$ cat config.mk
export PLATFORM = sky130hd
export DESIGN_NAME = alu_issue_flat
export DESIGN_NICKNAME = d
export VERILOG_FILES = /design/src/rtl/alu_pkg.sv /design/src/rtl/alu_issue_if.sv /design/src/rtl/alu_decode.sv /design/src/rtl/alu_issue.sv /design/src/flat_wrapper.sv
export SDC_FILE = /design/constraint.sdc
export NUM_CORES = 1
export LEC_CHECK = 0
export CORE_MARGIN = 2
export CORE_UTILIZATION = 35
export DETAILED_ROUTE_END_ITERATION = 6
export DONT_BUFFER_PORTS = 1
export PLACE_DENSITY_LB_ADDON = 0.25
export SYNTH_ARGS = -nofsm -noshare
export SYNTH_HDL_FRONTEND = slang
export SYNTH_HIERARCHICAL = 1
export SYNTH_SLANG_ARGS = --single-unit
$ cat constraint.sdc
create_clock -name i_clk -period 3.2 [get_ports i_clk]
set_clock_uncertainty 0.1 [all_clocks]
set_input_delay 0.32 -clock i_clk [delete_from_list [all_inputs] [get_ports i_clk]]
set_output_delay 0.32 -clock i_clk [all_outputs]
set_load 0.02 [all_outputs]
$ cat src/rtl/alu_pkg.sv
// alu_pkg: shared types and constants for the alu_issue slice.
// Holds the ALU opcode enum, the RV32I opcode/funct encodings used by
// the decoder, the issue-stage entry struct and the funct3 -> ALU op helper.
package alu_pkg;

    // Datapath width (only 32 is supported) and ALU opcode width
    localparam int XLEN = 32;
    localparam int OPW  = 4;

    // ALU opcode as seen by the combinational ALU; 10-15 are unused
    typedef enum logic [OPW-1:0] {
        ALU_ADD  = 4'd0,
        ALU_SUB  = 4'd1,
        ALU_SLT  = 4'd2,
        ALU_SLTU = 4'd3,
        ALU_XOR  = 4'd4,
        ALU_OR   = 4'd5,
        ALU_AND  = 4'd6,
        ALU_SLL  = 4'd7,
        ALU_SRL  = 4'd8,
        ALU_SRA  = 4'd9
    } alu_op_e;

    // Major opcodes handled by this block
    localparam logic [6:0] OPC_OP     = 7'b0110011;
    localparam logic [6:0] OPC_OP_IMM = 7'b0010011;

    // funct3 encodings shared by OP and OP-IMM
    localparam logic [2:0] F3_ADD  = 3'b000;
    localparam logic [2:0] F3_SLL  = 3'b001;
    localparam logic [2:0] F3_SLT  = 3'b010;
    localparam logic [2:0] F3_SLTU = 3'b011;
    localparam logic [2:0] F3_XOR  = 3'b100;
    localparam logic [2:0] F3_SRL  = 3'b101;
    localparam logic [2:0] F3_OR   = 3'b110;
    localparam logic [2:0] F3_AND  = 3'b111;

    // funct7 encodings: base form and the alternate (sub/sra) form
    localparam logic [6:0] F7_BASE = 7'b0000000;
    localparam logic [6:0] F7_ALT  = 7'b0100000;

    // One decoded instruction as held in the issue stage
    typedef struct packed {
        logic [XLEN-1:0] op_a;
        logic [XLEN-1:0] op_b;
        alu_op_e         alu_op;
        logic [4:0]      rd;
        logic            we;
        logic            illegal;
    } s1_entry_t;

    // Map funct3 to an ALU op; alt selects sub for 000 and sra for 101
    function automatic alu_op_e aluOpFromFunct3(input logic [2:0] funct3, input logic alt);
        alu_op_e op;
        op = ALU_ADD;
        case (funct3)
            F3_ADD:  op = alt ? ALU_SUB : ALU_ADD;
            F3_SLL:  op = ALU_SLL;
            F3_SLT:  op = ALU_SLT;
            F3_SLTU: op = ALU_SLTU;
            F3_XOR:  op = ALU_XOR;
            F3_SRL:  op = alt ? ALU_SRA : ALU_SRL;
            F3_OR:   op = ALU_OR;
            F3_AND:  op = ALU_AND;
            default: op = ALU_ADD;
        endcase
        return op;
    endfunction

endpackage

$ cat src/rtl/alu_issue_if.sv
// alu_issue_if: instruction intake, ALU drive and writeback signals of alu_issue.
// Signal names are written from the point of view of the alu_issue block:
// i_* are driven into it, o_* are driven by it.
// master = the alu_issue block itself, slave = its environment.
interface alu_issue_if;
    import alu_pkg::*;

    // Instruction intake handshake
    logic            i_valid;
    logic            o_ready;
    logic [31:0]     i_instr;
    logic [XLEN-1:0] i_rs1_data;
    logic [XLEN-1:0] i_rs2_data;

    // Combinational ALU connection
    logic [XLEN-1:0] o_op_a;
    logic [XLEN-1:0] o_op_b;
    logic [OPW-1:0]  o_alu_op;
    logic [XLEN-1:0] i_alu_data;

    // Writeback handshake
    logic            o_wb_valid;
    logic            i_wb_ready;
    logic [4:0]      o_rd_addr;
    logic            o_rd_we;
    logic [XLEN-1:0] o_rd_data;
    logic            o_illegal;

    modport master (
        input  i_valid, i_instr, i_rs1_data, i_rs2_data, i_alu_data, i_wb_ready,
        output o_ready, o_op_a, o_op_b, o_alu_op, o_wb_valid, o_rd_addr, o_rd_we,
               o_rd_data, o_illegal
    );

    modport slave (
        output i_valid, i_instr, i_rs1_data, i_rs2_data, i_alu_data, i_wb_ready,
        input  o_ready, o_op_a, o_op_b, o_alu_op, o_wb_valid, o_rd_addr, o_rd_we,
               o_rd_data, o_illegal
    );

endinterface

$ cat src/rtl/alu_decode.sv
// alu_decode: combinational RV32I OP/OP-IMM decoder producing an issue entry.
// Optional macro ALU_ISSUE_ILLEGAL_EN enables funct7 checking and flags
// every non OP/OP-IMM opcode as illegal; without it decode looks at
// instr[30] only and unknown opcodes simply become a no-write add of zeros.
module alu_decode
    import alu_pkg::*;
(
    input  logic [31:0]     instr_i,
    input  logic [XLEN-1:0] rs1Data_i,
    input  logic [XLEN-1:0] rs2Data_i,
    output s1_entry_t       entry_o
);

    logic [2:0] funct3;
    logic [4:0] rdAddr;
    logic       isShiftImm;
    logic [4:0] unusedRs1Addr;

`ifdef ALU_ISSUE_ILLEGAL_EN
    logic [6:0] funct7;
    assign funct7 = instr_i[31:25];
`endif

    assign funct3        = instr_i[14:12];
    assign rdAddr        = instr_i[11:7];
    assign isShiftImm    = (funct3 == F3_SLL) || (funct3 == F3_SRL);
    // Register addresses arrive already resolved as rs1/rs2 data
    assign unusedRs1Addr = instr_i[19:15];

    // Decode one instruction into operands, ALU op, destination and flags
    always_comb begin
        entry_o        = '0;
        entry_o.alu_op = ALU_ADD;
        entry_o.rd     = rdAddr;
        case (instr_i[6:0])
            OPC_OP: begin
                entry_o.op_a   = rs1Data_i;
                entry_o.op_b   = rs2Data_i;
                entry_o.alu_op = aluOpFromFunct3(funct3, instr_i[30]);
                entry_o.we     = (rdAddr != 5'd0);
`ifdef ALU_ISSUE_ILLEGAL_EN
                entry_o.illegal = !((funct7 == F7_BASE) ||
                                    ((funct7 == F7_ALT) &&
                                     ((funct3 == F3_ADD) || (funct3 == F3_SRL))));
`endif
            end
            OPC_OP_IMM: begin
                entry_o.op_a = rs1Data_i;
                if (isShiftImm) begin
                    entry_o.op_b = {{(XLEN-5){1'b0}}, instr_i[24:20]};
                end else begin
                    entry_o.op_b = {{(XLEN-12){instr_i[31]}}, instr_i[31:20]};
                end
                entry_o.alu_op = aluOpFromFunct3(funct3, (funct3 == F3_SRL) && instr_i[30]);
                entry_o.we     = (rdAddr != 5'd0);
`ifdef ALU_ISSUE_ILLEGAL_EN
                if (funct3 == F3_SLL) begin
                    entry_o.illegal = (funct7 != F7_BASE);
                end else if (funct3 == F3_SRL) begin
                    entry_o.illegal = !((funct7 == F7_BASE) || (funct7 == F7_ALT));
                end
`endif
            end
            default: begin
`ifdef ALU_ISSUE_ILLEGAL_EN
                entry_o.illegal = 1'b1;
`endif
            end
        endcase
        if (entry_o.illegal) begin
            entry_o.we = 1'b0;
        end
    end

endmodule

$ cat src/rtl/alu_issue.sv
// alu_issue: two-stage issue/writeback wrapper around a combinational ALU.
// S1 holds the decoded instruction and drives the ALU inputs; S2 captures
// the ALU result and presents it on a valid/ready writeback port.
// Optional macro ALU_ISSUE_ILLEGAL_EN: when defined, unsupported encodings
// are reported on o_illegal; otherwise o_illegal is tied 0.
module alu_issue
    import alu_pkg::*;
(
    input  logic        i_clk,
    input  logic        i_rst,
    alu_issue_if.master bus
);

    s1_entry_t       decoded;

    logic            s1Valid_q;
    logic            s1Valid_d;
    s1_entry_t       s1Entry_q;
    s1_entry_t       s1Entry_d;

    logic            s2Valid_q;
    logic            s2Valid_d;
    logic [4:0]      s2RdAddr_q;
    logic [4:0]      s2RdAddr_d;
    logic            s2RdWe_q;
    logic            s2RdWe_d;
    logic [XLEN-1:0] s2RdData_q;
    logic [XLEN-1:0] s2RdData_d;
`ifdef ALU_ISSUE_ILLEGAL_EN
    logic            s2Illegal_q;
    logic            s2Illegal_d;
`endif

    logic            s2Free;
    logic            s1Advance;
    logic            accept;

    alu_decode u_decode (
        .instr_i   (bus.i_instr),
        .rs1Data_i (bus.i_rs1_data),
        .rs2Data_i (bus.i_rs2_data),
        .entry_o   (decoded)
    );

    // Pipeline handshake: ready depends on downstream state, never on i_valid
    always_comb begin
        s2Free      = !s2Valid_q || bus.i_wb_ready;
        s1Advance   = s1Valid_q && s2Free;
        bus.o_ready = !s1Valid_q || s1Advance;
        accept      = bus.i_valid && bus.o_ready;
    end

    // S1 next state: load on accept, empty on advance, otherwise hold contents
    always_comb begin
        s1Valid_d = s1Valid_q;
        s1Entry_d = s1Entry_q;
        if (accept) begin
            s1Valid_d = 1'b1;
            s1Entry_d = decoded;
        end else if (s1Advance) begin
            s1Valid_d = 1'b0;
        end
    end

    // S1 registers; entry contents stay put while idle so the ALU inputs do not toggle
    always_ff @(posedge i_clk) begin
        if (i_rst) begin
            s1Valid_q <= 1'b0;
            s1Entry_q <= '0;
        end else begin
            s1Valid_q <= s1Valid_d;
            s1Entry_q <= s1Entry_d;
        end
    end

    // S2 next state: capture the ALU result on advance, drop the beat once consumed
    always_comb begin
        s2Valid_d  = s2Valid_q;
        s2RdAddr_d = s2RdAddr_q;
        s2RdWe_d   = s2RdWe_q;
        s2RdData_d = s2RdData_q;
`ifdef ALU_ISSUE_ILLEGAL_EN
        s2Illegal_d = s2Illegal_q;
`endif
        if (s1Advance) begin
            s2Valid_d  = 1'b1;
            s2RdAddr_d = s1Entry_q.rd;
            s2RdWe_d   = s1Entry_q.we && !s1Entry_q.illegal;
            s2RdData_d = bus.i_alu_data;
`ifdef ALU_ISSUE_ILLEGAL_EN
            s2Illegal_d = s1Entry_q.illegal;
`endif
        end else if (bus.i_wb_ready) begin
            s2Valid_d = 1'b0;
        end
    end

    // S2 registers; contents are frozen while the consumer stalls
    always_ff @(posedge i_clk) begin
        if (i_rst) begin
            s2Valid_q  <= 1'b0;
            s2RdAddr_q <= 5'd0;
            s2RdWe_q   <= 1'b0;
            s2RdData_q <= '0;
`ifdef ALU_ISSUE_ILLEGAL_EN
            s2Illegal_q <= 1'b0;
`endif
        end else begin
            s2Valid_q  <= s2Valid_d;
            s2RdAddr_q <= s2RdAddr_d;
            s2RdWe_q   <= s2RdWe_d;
            s2RdData_q <= s2RdData_d;
`ifdef ALU_ISSUE_ILLEGAL_EN
            s2Illegal_q <= s2Illegal_d;
`endif
        end
    end

    assign bus.o_op_a     = s1Entry_q.op_a;
    assign bus.o_op_b     = s1Entry_q.op_b;
    assign bus.o_alu_op   = s1Entry_q.alu_op;
    assign bus.o_wb_valid = s2Valid_q;
    assign bus.o_rd_addr  = s2RdAddr_q;
    assign bus.o_rd_we    = s2RdWe_q;
    assign bus.o_rd_data  = s2RdData_q;
`ifdef ALU_ISSUE_ILLEGAL_EN
    assign bus.o_illegal  = s2Illegal_q;
`else
    assign bus.o_illegal  = 1'b0;
`endif

endmodule

$ cat src/flat_wrapper.sv
// flat-port wrapper written by rule: the top's interface ports become plain ports
module alu_issue_flat import alu_pkg::*;
  (i_clk, i_rst, bus_i_valid, bus_i_instr, bus_i_rs1_data, bus_i_rs2_data, bus_i_alu_data, bus_i_wb_ready, bus_o_ready, bus_o_op_a, bus_o_op_b, bus_o_alu_op, bus_o_wb_valid, bus_o_rd_addr, bus_o_rd_we, bus_o_rd_data, bus_o_illegal);
  alu_issue_if bus_i ();
  input  logic i_clk;
  input  logic i_rst;
  input wire logic [$bits(bus_i.i_valid)-1:0] bus_i_valid;
  input wire logic [$bits(bus_i.i_instr)-1:0] bus_i_instr;
  input wire logic [$bits(bus_i.i_rs1_data)-1:0] bus_i_rs1_data;
  input wire logic [$bits(bus_i.i_rs2_data)-1:0] bus_i_rs2_data;
  input wire logic [$bits(bus_i.i_alu_data)-1:0] bus_i_alu_data;
  input wire logic [$bits(bus_i.i_wb_ready)-1:0] bus_i_wb_ready;
  output wire logic [$bits(bus_i.o_ready)-1:0] bus_o_ready;
  output wire logic [$bits(bus_i.o_op_a)-1:0] bus_o_op_a;
  output wire logic [$bits(bus_i.o_op_b)-1:0] bus_o_op_b;
  output wire logic [$bits(bus_i.o_alu_op)-1:0] bus_o_alu_op;
  output wire logic [$bits(bus_i.o_wb_valid)-1:0] bus_o_wb_valid;
  output wire logic [$bits(bus_i.o_rd_addr)-1:0] bus_o_rd_addr;
  output wire logic [$bits(bus_i.o_rd_we)-1:0] bus_o_rd_we;
  output wire logic [$bits(bus_i.o_rd_data)-1:0] bus_o_rd_data;
  output wire logic [$bits(bus_i.o_illegal)-1:0] bus_o_illegal;
  assign bus_i.i_valid = bus_i_valid;
  assign bus_i.i_instr = bus_i_instr;
  assign bus_i.i_rs1_data = bus_i_rs1_data;
  assign bus_i.i_rs2_data = bus_i_rs2_data;
  assign bus_i.i_alu_data = bus_i_alu_data;
  assign bus_i.i_wb_ready = bus_i_wb_ready;
  assign bus_o_ready = bus_i.o_ready;
  assign bus_o_op_a = bus_i.o_op_a;
  assign bus_o_op_b = bus_i.o_op_b;
  assign bus_o_alu_op = bus_i.o_alu_op;
  assign bus_o_wb_valid = bus_i.o_wb_valid;
  assign bus_o_rd_addr = bus_i.o_rd_addr;
  assign bus_o_rd_we = bus_i.o_rd_we;
  assign bus_o_rd_data = bus_i.o_rd_data;
  assign bus_o_illegal = bus_i.o_illegal;
  alu_issue u_core (.i_clk(i_clk), .i_rst(i_rst), .bus(bus_i));
endmodule
---- Word level (Yosys, flattened, before mapping) ----
Index checks and enable logic that the tools add are counted.
word-level totals
  memory bits (writable) .................. 0
  register bits after elaboration ......... 114
  input port bits ......................... 132
  memories kept ........................... 0
  latch bits .............................. 0
  output and inout port bits .............. 109
  logic and storage cells ................. 45
  ROM bits ................................ 0
cells by class
  $lt $le $gt $ge ......................... 0
  shifts and indexed selects .............. 0
  add/subtract/negate cells ............... 0
  reduce and logical (&&, ||, !) cells .... 13
  divide/modulo/power cells ............... 0
  bitwise gates (word level) .............. 0
  multiply operators ...................... 0
  equal/unequal tests ..................... 9
  multiplexer cells ....................... 13
operators with widths
  operator                                                          count
  68-bit case mux with 2 select lines                               1
  4-bit case mux with 8 select lines                                2
  32-bit two-way mux                                                1
  3-bit == test (second input constant)                             4
  1-bit two-way mux                                                 9
  7-bit by 5-bit == test with 1-bit output (second input constant)  1
  7-bit by 6-bit == test with 1-bit output (second input constant)  1
  3-bit by 2-bit == test with 1-bit output (second input constant)  2
  5-bit nonzero test                                                1
  2-bit nonzero test                                                2
  3-bit by 1-bit == test with 1-bit output (second input constant)  1
  1-bit logical AND                                                 3
  3-bit logical NOT                                                 1
  1-bit logical OR                                                  3
  1-bit logical NOT                                                 2
  2-bit OR reduction                                                1

---- Longest topological paths before layout ----
  word-level depth ........................ 6
  gate-level depth with buffers ........... 7
  depth with buffers taken out ............ 5

---- Hierarchy ----
The synthesis kept the hierarchy.
modules (own cells, without submodules)
  module      times used  cells an instance  sequential area each (um^2)  area each (um^2)
  alu_issue   1           578                2302.2                       5401.4
  alu_decode  1           142                0.0                          938.4

---- Worst setup path before layout ----
No wires, ideal clock.
  kind .................................... register to output
  start ................................... register u_core.s2Valid_q, in the netlist u_core/bus.o_wb_valid
  end ..................................... output port bus_o_ready
  buffers on the path ..................... 1
  data required time ...................... 2780 ps
  arrival ................................. 1080 ps
  path slack .............................. 1700 ps
  stages on the path, launching flop included .. 4
  path through ............................ dfxtp_1 > nor2b_4 > clkbuf_1 > nand2_1
on the way
  word-level cells in the longest chain between the ends .. 4
RTL lines
  what                      line                RTL
  start: declaration        alu_issue.sv:21     logic s2Valid_q;
  start signal: assignment  alu_issue.sv:109    s2Valid_q <= s2Valid_d;
  1-bit logical NOT         alu_issue.sv:47     s2Free = !s2Valid_q || bus.i_wb_ready;
  1-bit logical OR          alu_issue.sv:47
  1-bit logical AND         alu_issue.sv:48     s1Advance = s1Valid_q && s2Free;
  1-bit logical OR          alu_issue.sv:49     bus.o_ready = !s1Valid_q || s1Advance;
  end: declaration          flat_wrapper.sv:13  output wire logic [$bits(bus_i.o_ready)-1:0] bus_o_ready;
No other way between the ends.

---- Final worst setup path ----
Ends and elaborated chain as after synthesis.

==> out/results.txt <==
Register bit total from synthesis -> 115
Hold_sp -> i_rst
R2r endpoint -> u_core/bus.o_op_a[24]$_SDFFE_PP0P_
Largest net degree at the start of global routing -> 145
Syn_nets -> 852
First-pass GRT wire length -> 23900 um
Type of origin of the critical path -> flip-flop
Setup crit end kind -> primary output
Post-synth cell types -> 32
Tmin final -> 2.02 ns
Slew Viols, Final -> 0
Commonest cells after routing, fill and taps aside -> 152 x nand2b_1, 115 x dfxtp_1, 80 x mux2i_1
Syn avg cell area -> 8.81 um^2
Nets -> 782
Die ar. -> 19200 um^2
Top cell type's share of synthesized area -> 36.3%
Cell Area, Synth -> 6340 um^2
Final setup violation count -> 0
Setup slack, reg-to-reg -> 1.28 ns
Post-synth top area cell -> dfxtp_1
Leakage Power -> 2.45 nW
Post-DP Area -> 5770 um^2
Unrepaired setup endpoints after global routing -> no
Post-CTS resize count -> 0
Number of vias per cell -> 4.93
IO Port Bufs -> 0
Dpl hpwl -> 9240 um
Worst Hold Depth -> 2
TritonCTS clock tree -> built
GRT Residual Overflow -> 0
CP cell instances -> nor2b_4 -> nand2_1
Initial core utilization -> 35.5%
Via Count -> 4399
Gr usage total -> 15.5%
Mapped Cells -> 720
Initial antenna violation count -> 3
Vias in the first global route -> 4410
Gpl congestion -> 0.829
Final number of hold-violating endpoints -> 0
Maxcap violations -> 0
Final Cell Area -> 6810 um^2
DRT iter0 DRCs -> 187
Ports -> 241
Final worst slack -> 1.18 ns
Crit-path slowest cell -> dfxtp_1
CORE AREA -> 17800 um^2
Slew @ Worst Pin -> 0.681 ns
Ranking of synthesized cells by area -> dfxtp_1 36%, nand2b_1 15%, mux2i_1 13%, buf_4 9.2%, a21oi_1 3.6%
H-tree levels -> 4
Postcts setup bufs -> 0
Worst rel slew slack -> 54.6%
Synth warn -> 6
Total iterations of the first detailed-routing run -> 4
Worst path arrival time -> 1.60 ns
Num CTS Buffers -> 17
Most common cell after layout, fill and taps aside -> nand2b_1
Setup TNS Final -> 0 ns
Critical path class -> flip-flop to primary output
Sequential area share after synthesis -> 36.3%
Cts hold-fix bufs -> 39
F_max -> 495 MHz
Worst IR Drop VDD -> 0.317 mV
Hold Crit Endpoint -> u_core/bus.o_op_a[24]$_SDFFE_PP0P_
Worst-Skew Late Latency -> 0.41 ns
Crit-path max cell delay -> 0.50 ns
Family with the most delay on the worst path -> simple AND/OR/NAND/NOR gates
Clock root cell -> clkbuf_16
Dpl ws -> 1.37 ns
Reg2Reg Depth -> 4
Clock sink total -> 115
Clock Path Buffers -> 2
Worst Path Buf+Inv -> 0
WL final -> 15200 um
Antenna-violating nets left -> 0
Total power per unit cell area -> 555 nW/um^2
P&R area growth vs syn -> 7.40%
Die Y -> 139 um
Die Wd -> 139 um
Share of cells above drive strength 1 -> 11.5%
CP Max Fanout -> 18
Cell Rows -> 49
Reg2reg start -> u_core/bus.o_wb_valid$_SDFFE_PP0P_
HP Class -> input port to flip-flop
Status -> finished clean
Drt drc -> 0
Tcrit/Tclk final -> 63.2%
Critical path required time -> 2.78 ns
Clock-pin slew on the worst setup and hold paths -> 0.06 ns
Routed len/inst -> 17.0 um
## state kept, by name, summed over array words and instances, names as in the netlist
| name | cells |
|---|---|
| u_core/bus.o_alu_op | 4 |
| u_core/bus.o_op_a | 32 |
| u_core/bus.o_op_b | 32 |
| u_core/bus.o_rd_addr | 5 |
| u_core/bus.o_rd_data | 32 |
| u_core/bus.o_rd_we | 1 |
| u_core/bus.o_wb_valid | 1 |
| u_core/s1Entry_q | 7 |
| u_core/s1Valid_q | 1 |
## cell families after synthesis
group / share of synthesized area, %
other: 0.118
DFF: 36.3
and+or+nand+nor: 25.8
xor gates and xnor gates: 0.138
buffers and inverters: 14.7
muxes: 12.6
AOI/OAI and AO/OA: 10.3
## area by class of cell
| type | count | area [um^2] |
|---|---|---|
| repair buffers | 45 | 475 |
| diodes | 1 | 2.50 |
| flip-flops and latches | 115 | 2300 |
| inverters | 2 | 7.51 |
| clock buffers | 17 | 425 |
| clock inverters | 15 | 195 |
| multi-input cells | 469 | 3110 |
| well taps | 229 | 287 |
| fillers | 1788 | 11000 |
## how the worst max path moves through the flow
stage / startpoint / to / slack (ns) / cells past startpoint
2_1_floorplan: u_core/bus.o_wb_valid$_SDFFE_PP0P_ / bus_o_ready / 1.70 / 3
3_3_place_gp: bus_i_instr[6] / u_core/bus.o_op_a[31]$_SDFFE_PP0P_ / 1.44 / 5
5_1_grt: u_core/bus.o_wb_valid$_SDFFE_PP0P_ / bus_o_ready / 1.10 / 2
6_report: u_core/bus.o_wb_valid$_SDFFE_PP0P_ / bus_o_ready / 1.18 / 2
3_5_place_dp: bus_i_instr[6] / u_core/bus.o_op_a[24]$_SDFFE_PP0P_ / 1.37 / 5
4_1_cts: u_core/bus.o_wb_valid$_SDFFE_PP0P_ / bus_o_ready / 1.16 / 2
## Yosys cell counts
cell type / n
buf_8: 5
o21ai_1: 1
inv_1: 1
a31oi_1: 1
conb_1: 2
nor2b_1: 2
nand3_1: 37
buf_1: 1
clkbuf_1: 28
nor2_2: 6
dfxtp_1: 115
buf_2: 15
nand3_2: 1
and2_1: 32
mux2i_1: 80
nand3b_1: 8
a21oi_1: 45
buf_4: 78
nand2b_1: 152
nor3_1: 2
xnor2_1: 1
nor4b_4: 1
a21boi_2: 1
and3_2: 1
nand2_1: 29
nor2_1: 2
buf_6: 7
nor2b_4: 1
nand4b_1: 1
o21ai_0: 39
a21oi_2: 24
inv_2: 1
## where the power goes
group	internal, W	leakage (nW)	switching [W]
Combinational	0.000130	1.21	0.000139
Sequential	0.00146	0.932	0.0000495
Clock	0.00125	0.303	0.000750
## metal layers
metal	global-route usage (%)	wire length [um]
met1	18.1	6310
met2	25.5	7060
met3	7.08	1590
met4	4.83	191
met5	0	27
## stage by stage
stage	instances	util (%)	total power, W	hold WS, ns
floorplan	720	-	0.00175	0.337
global placement	821	32.3	0.00173	0.309
detailed placement	821	32.3	0.00174	0.318
CTS	892	38.2	0.00386	0.000434
global route	892	38.2	0.00394	0.00593
finish	893	38.2	0.00378	0.0200
Power figures use the tool's default switching activity.
